<file path="src/rtl/hub75_fb_loader_pkg.sv">
// hub75_fb_loader_pkg: shared widths and helpers for the frame-buffer loader
package hub75_fb_loader_pkg;
  localparam int STAT_W = 16;
  function automatic int clog2_min1(input int n);
    return (n < 2) ? 1 : $clog2(n);
  endfunction
endpackage

</file>
<file path="src/rtl/hub75_fb_loader.sv">
// hub75_fb_loader: turns a pixel stream into hub75_top line-buffer writes, row commits and frame swaps
module hub75_fb_loader
  import hub75_fb_loader_pkg::*;
#(
  parameter int N_BANKS     = 2,
  parameter int N_ROWS      = 32,
  parameter int N_COLS      = 64,
  parameter int BITDEPTH    = 24,
  parameter int LOG_N_BANKS = clog2_min1(N_BANKS),
  parameter int LOG_N_ROWS  = $clog2(N_ROWS),
  parameter int LOG_N_COLS  = $clog2(N_COLS)
) (
  input  logic                   clk,
  input  logic                   rst_n,
  input  logic [BITDEPTH-1:0]    in_data,
  input  logic                   in_sof,
  input  logic                   in_valid,
  output logic                   in_ready,
  input  logic                   ctrl_en,
  output logic [LOG_N_BANKS-1:0] fbw_bank_addr,
  output logic [LOG_N_ROWS-1:0]  fbw_row_addr,
  output logic                   fbw_row_store,
  input  logic                   fbw_row_rdy,
  output logic                   fbw_row_swap,
  output logic [BITDEPTH-1:0]    fbw_data,
  output logic [LOG_N_COLS-1:0]  fbw_col_addr,
  output logic                   fbw_wren,
  output logic                   frame_swap,
  input  logic                   frame_rdy,
  output logic                   stat_busy,
  output logic [STAT_W-1:0]      stat_frames,
  output logic                   stat_resync
);
  localparam int LW = LOG_N_BANKS + LOG_N_ROWS;
  localparam logic [LW-1:0] LAST_LINE = LW'(N_BANKS * N_ROWS - 1);
  localparam logic [LOG_N_COLS-1:0] LAST_COL = LOG_N_COLS'(N_COLS - 1);
  typedef enum logic [2:0] {IDLE, FILL, ROW_WAIT, ROW_COMMIT, FRAME_WAIT, FRAME_SWAP} state_t;
  state_t state;
  logic [LW-1:0] line;
  logic [LOG_N_COLS-1:0] col;
  logic acc;
  assign acc = in_valid && in_ready;
  // in_ready is registered, so every transition sets it for the state being entered
  always_ff @(posedge clk) begin
    if (!rst_n) begin
      state         <= IDLE;
      line          <= '0;
      col           <= '0;
      in_ready      <= 1'b0;
      fbw_bank_addr <= '0;
      fbw_row_addr  <= '0;
      fbw_row_store <= 1'b0;
      fbw_row_swap  <= 1'b0;
      fbw_data      <= '0;
      fbw_col_addr  <= '0;
      fbw_wren      <= 1'b0;
      frame_swap    <= 1'b0;
      stat_busy     <= 1'b0;
      stat_frames   <= '0;
      stat_resync   <= 1'b0;
    end else begin
      fbw_wren      <= 1'b0;
      fbw_row_store <= 1'b0;
      fbw_row_swap  <= 1'b0;
      frame_swap    <= 1'b0;
      stat_resync   <= 1'b0;
      if (acc && (in_sof || state == FILL)) begin
        fbw_wren     <= 1'b1;
        fbw_data     <= in_data;
        fbw_col_addr <= in_sof ? '0 : col;
      end
      case (state)
        IDLE: begin
          in_ready <= ctrl_en;
          if (acc && in_sof) begin
            state     <= FILL;
            line      <= '0;
            col       <= LOG_N_COLS'(1);
            in_ready  <= 1'b1;
            stat_busy <= 1'b1;
          end
        end
        FILL: if (acc) begin
          if (in_sof) begin
            stat_resync <= (line != '0) || (col != '0);
            line        <= '0;
            col         <= LOG_N_COLS'(1);
          end else begin
            col <= col + 1'b1;
            if (col == LAST_COL) begin
              state    <= ROW_WAIT;
              in_ready <= 1'b0;
            end
          end
        end
        ROW_WAIT: if (fbw_row_rdy) begin
          state                         <= ROW_COMMIT;
          fbw_row_store                 <= 1'b1;
          fbw_row_swap                  <= 1'b1;
          {fbw_bank_addr, fbw_row_addr} <= line;
        end
        ROW_COMMIT: begin
          state    <= (line == LAST_LINE) ? FRAME_WAIT : FILL;
          in_ready <= (line != LAST_LINE);
          line     <= (line == LAST_LINE) ? line : line + 1'b1;
        end
        FRAME_WAIT: if (frame_rdy && fbw_row_rdy) begin
          state       <= FRAME_SWAP;
          frame_swap  <= 1'b1;
          stat_frames <= stat_frames + 1'b1;
        end
        FRAME_SWAP: begin
          state     <= IDLE;
          stat_busy <= 1'b0;
          in_ready  <= ctrl_en;
        end
        default: state <= IDLE;
      endcase
    end
  end
endmodule
</file>
<file path="config.mk">
export PLATFORM = sky130hd
export DESIGN_NAME = hub75_fb_loader
export DESIGN_NICKNAME = d
export VERILOG_FILES = /design/src/rtl/hub75_fb_loader_pkg.sv /design/src/rtl/hub75_fb_loader.sv
export SDC_FILE = /design/constraint.sdc
export NUM_CORES = 1
export LEC_CHECK = 0
export CORE_MARGIN = 2
export CORE_UTILIZATION = 47
export DETAILED_ROUTE_END_ITERATION = 6
export GPL_ROUTABILITY_DRIVEN = 0
export PLACE_DENSITY = 0.79
export SYNTH_ARGS = -nofsm -noshare
export SYNTH_HDL_FRONTEND = slang
export SYNTH_SLANG_ARGS = --single-unit
</file>
<file path="constraint.sdc">
create_clock -name clk -period 2 [get_ports clk]
set_input_delay 0.5 -clock clk [delete_from_list [all_inputs] [get_ports clk]]
set_output_delay 0.5 -clock clk [all_outputs]
set_load 0.05 [all_outputs]
</file>
Word level (Yosys, flattened, before mapping)
Cells that the tools add are included.
Word-level totals
  logic and storage cells: 84
  flip-flop bits (word level): 73
  output and inout port bits: 59
  input port bits: 31
Operators by class
  $add $sub $neg: 3
  reduce and logical (&&, ||, !) cells: 23
  muxes and demuxes: 28
  equality and inequality tests: 16
Operators with widths (number)
  2-to-1 mux 6 bit: 8
  2-to-1 mux 3 bit: 7
  case mux 6 bit (3 select lines): 1
  adder 16 x 1 -> 16 bit, second input constant: 1
  case mux 3 bit (5 select lines): 1
  inequality test 2 bit, second input constant: 7
  adder 6 x 1 -> 6 bit, second input constant: 2
  equality test 6 bit, second input constant: 2
  case mux 6 bit (2 select lines): 1
  nonzero test 6 bit: 2
  AND reduction 2 bit: 5
  2-to-1 mux 1 bit: 8
  AND reduction 4 bit: 2
  equality test 3 x 2 -> 1 bit, second input constant: 2
  equality test 3 bit, second input constant: 2
  inequality test 6 bit, second input constant: 1
  AND reduction 6 bit: 1
  AND reduction 5 bit: 1
  logical AND 1 bit: 4
  case mux 1 bit (4 select lines): 1
  nonzero test 2 bit: 2
  nonzero test 4 bit: 1
  equality test 3 x 1 -> 1 bit, second input constant: 1
  logical NOT 3 bit: 1
  5 further kinds: 6

Depth between registers and ports, before layout
  depth in word-level cells: 5
  gate-level depth with buffers: 7
  depth with buffers taken out: 5

Least setup slack after synthesis
OpenSTA, ideal clock, no wires.
  path kind: reg2reg
  from: reg stat_frames[0]
  to: reg stat_frames[10]
  arrival time: 2.089 ns
  stages on the path, launching flop included: 7
  path slack: -0.159 ns
  period minus slack after synthesis: 2.159 ns
  data required time: 1.930 ns
  path buffers: 1
  setup time: 0.070 ns
  cells stage by stage: dfxtp_1 ha_1 inv_1 or4_1 clkbuf_1 or3_1 a21oi_1
Between the ends
  word-level cells in the longest chain between the ends: 1
Ends and longest elaborated chain
  start, declared: RTL line hub75_fb_loader.sv:31  | output logic [STAT_W-1:0] stat_frames,
  start signal, assigned: RTL line hub75_fb_loader.sv:110  | stat_frames <= stat_frames + 1'b1;
  adder 16 x 1 -> 16 bit: RTL line hub75_fb_loader.sv:110
No other way between the ends.
A chain may end at the register's enable or synchronous reset.

Final worst setup path
  from: reg fbw_data[20]
  to: out fbw_data[20]
RTL lines
  start, declared: RTL line hub75_fb_loader.sv:25  | output logic [BITDEPTH-1:0] fbw_data,
  start signal, assigned: RTL line hub75_fb_loader.sv:69  | fbw_data <= in_data;
No word-level cell between the ends.

==> impl_metrics.tcl <==
set metrics [dict create \
    status "finished, final reports clean" \
    yosysMostFrequentCell "dfxtp_1" \
    drv_cap 0 \
    vias 3059 \
    rr_startpoint "stat_frames[0]" \
    ctsHoldBuffers 0 \
    slowest_stage "clkdlybuf4s50_1" \
    drive_gt1_frac 0.185 \
    r2r-end "stat_frames[10]" \
    worst-path-stages 1 \
    grtUsageTotal 0.220 \
    powerDensity_nw_per_um2 694 \
    yosysTopAreaCell "dfxtp_1" \
    num-fill-cells 523 \
    remaining_drc_errors 0 \
    path_class "reg -> out" \
    grt_pass1_vias 2833 \
    worstPathArrival_ps 1450 \
    vias_per_cell 5.47 \
    synthArstFlopShare 0 \
    layout.cells.non_filler 559 \
    cp_top_family "buffers and inverters" \
    cts-buffers-inserted 9 \
    wl_per_cell_um 14.3 \
    synth_ff_type "dfxtp_1" \
    post_cts_buffers 0 \
    power.leakage_uw 0.00194 \
    path_cells "clkdlybuf4s50_1" \
    grt_remaining_overflow 0 \
    setup_tns_ps 0 \
    io_pins 90 \
    timing.final.crit_share 0.976 \
    synth-edff-count 0 \
    min_period_ps 1950 \
    cts_tree "built" \
    cts_resized 10 \
    cp-endpoint "fbw_data[20]" \
    multi_input_area_um2 1520 \
    fin_skew_ps 8.10 \
    yosys-top-cells-area "dfxtp_1 (47%), nand2_1 (7.9%), a21oi_1 (6.7%)" \
    antenna_found_initial 0 \
    grt_max_degree 37 \
    place_inst 543 \
    netlist.area_leader.share 0.469 \
    irDropWorstVdd_v 0.000489 \
    antenna_left 0 \
    max-slew-margin-rel 0.644 \
    finalSetupViolCount 0 \
    seq_area_um2 1460 \
    synth_common_cells "dfxtp_1 (73), nand2_1 (66), a21oi_1 (42), nor2_1 (34), clkbuf_1 (17)" \
    synth.distinct_cells 50 \
    die_area_um2 7300 \
    crit_buf_inv 1 \
    r2r_setup_slack_ps 130 \
    fmax_ghz 0.512 \
    postPlaceCellArea_um2 4170 \
    synth_nets 409 \
    synth_seq_cells 73 \
    ys_warn_count 0 \
    hold_path_class "reg -> reg" \
    worstSetupStartpoint "fbw_data[20]" \
    required_ps 1500 \
    die_h_um 85.5 \
    clock-sinks 73 \
    diodes 0 \
    io_buffers 89 \
    startpoint_type "flop" \
    nets 513 \
    htreeDepth 3 \
    worstSetupEndpointType "output port" \
    clk_pin_slew_ps 70 \
    syn_inst 373 \
    synth.yosys.seq_area_share 0.469 \
    cts_buffer_depth 2 \
    drtPass1Iterations 4 \
    worstSkewPairLatency_ps 340 \
    dieWidth_um 85.5 \
    fin_area_um2 4370 \
    start_util 0.488 \
    drt_iter0_drc 93 \
    max_stage_delay_ps 790 \
    rows 29 \
    slew_violations 0 \
    syn_area_um2 3120 \
    dp_hpwl_um 5770 \
    core-area_um2 6390 \
    finalHoldViolCount 0 \
    ff2ff_path_depth 5 \
    tightest_slew_ps 534 \
    cts_root_buf "clkbuf_8" \
    avgSynthCellArea_um2 8.36 \
    areaGrowthSynthToFinish_pct 40.2 \
    cp_max_fo 2 \
    routed_wl_um 7990 \
    grt_pass1_wl_um 12900 \
    holdWs_ps 453 \
]
==> placed cells by master (no fill, tap or decap), types with 9 or more instances in the layout <==
master / count
o21ai_0: 14
dfxtp_1: 71
a21oi_1: 42
dlymetal6s2s_1: 16
buf_4: 60
clkbuf_8: 10
nor2_1: 34
nand3_1: 9
dlygate4sd2_1: 10
clkdlybuf4s50_1: 29
nand2_1: 66
==> final cells by class <==
cell class | count | share of cell area
timing repair buffer | 118 | 0.249
multi-input combinational | 267 | 0.346
sequential | 73 | 0.335
clock inverter | 6 | 0.00973
clock buffer | 10 | 0.0315
tap | 77 | 0.0220
inverter | 8 | 0.00686
==> cells by family after synthesis <==
family | after synthesis | synth area share
fa+ha+maj | 5 | 0.0201
flops | 73 | 0.469
buf+inv | 33 | 0.0457
xor+xnor | 6 | 0.0168
simple gates | 162 | 0.255
mux | 7 | 0.0229
compound gates | 87 | 0.171
==> flip-flops by register name, summed over array words and instances, names as in the netlist <==
name,flops
fbw_data,24
stat_frames,16
col,6
fbw_col_addr,6
line,6
fbw_row_addr,5
state,3
fbw_bank_addr,1
fbw_row_swap,1
fbw_wren,1
frame_swap,1
in_ready,1
stat_busy,1
stat_resync,1
==> metrics by stage <==
stage,utilization,power (uW),setup slack [ps]
3_3_place_gp,0.652,2030,-417
3_5_place_dp,0.652,2040,-444
2_1_floorplan,-,1830,30.2
6_report,0.685,3030,48.0
4_1_cts,0.679,3060,0.785
5_1_grt,0.685,3170,-0.539
==> routing by layer <==
metal,part of all wire,vias to the layer above,track usage,wire (um)
met5,0,-,0,0
met4,0.017,0,0.111,136
met3,0.050,11,0.0467,400
met2,0.49,89,0.362,3910
met1,0.44,1431,0.271,3540
li1,-,1528,-,-
==> worst min path at each step <==
| stage | startpoint | to | slack (ps) | cells after the start |
|---|---|---|---|---|
| final | fbw_data[20] | fbw_data[20] | 450 | 2 |
| after global placement | fbw_data[7] | fbw_data[7] | 440 | 2 |
| after global routing | fbw_data[18] | fbw_data[18] | 480 | 2 |
| after detailed placement | fbw_data[20] | fbw_data[20] | 450 | 2 |
| after floorplan | line[4] | line[4] | 490 | 2 |
| after CTS | fbw_data[20] | fbw_data[20] | 460 | 2 |
==> where the power goes <==
part	internal, uW	switching, uW	leakage (uW)
Combinational	198	275	0.00126
Sequential	1490	31.2	0.000591
Clock	486	553	0.0000887
Total	2170	859	0.00194
(Power assumes the default switching activity.)
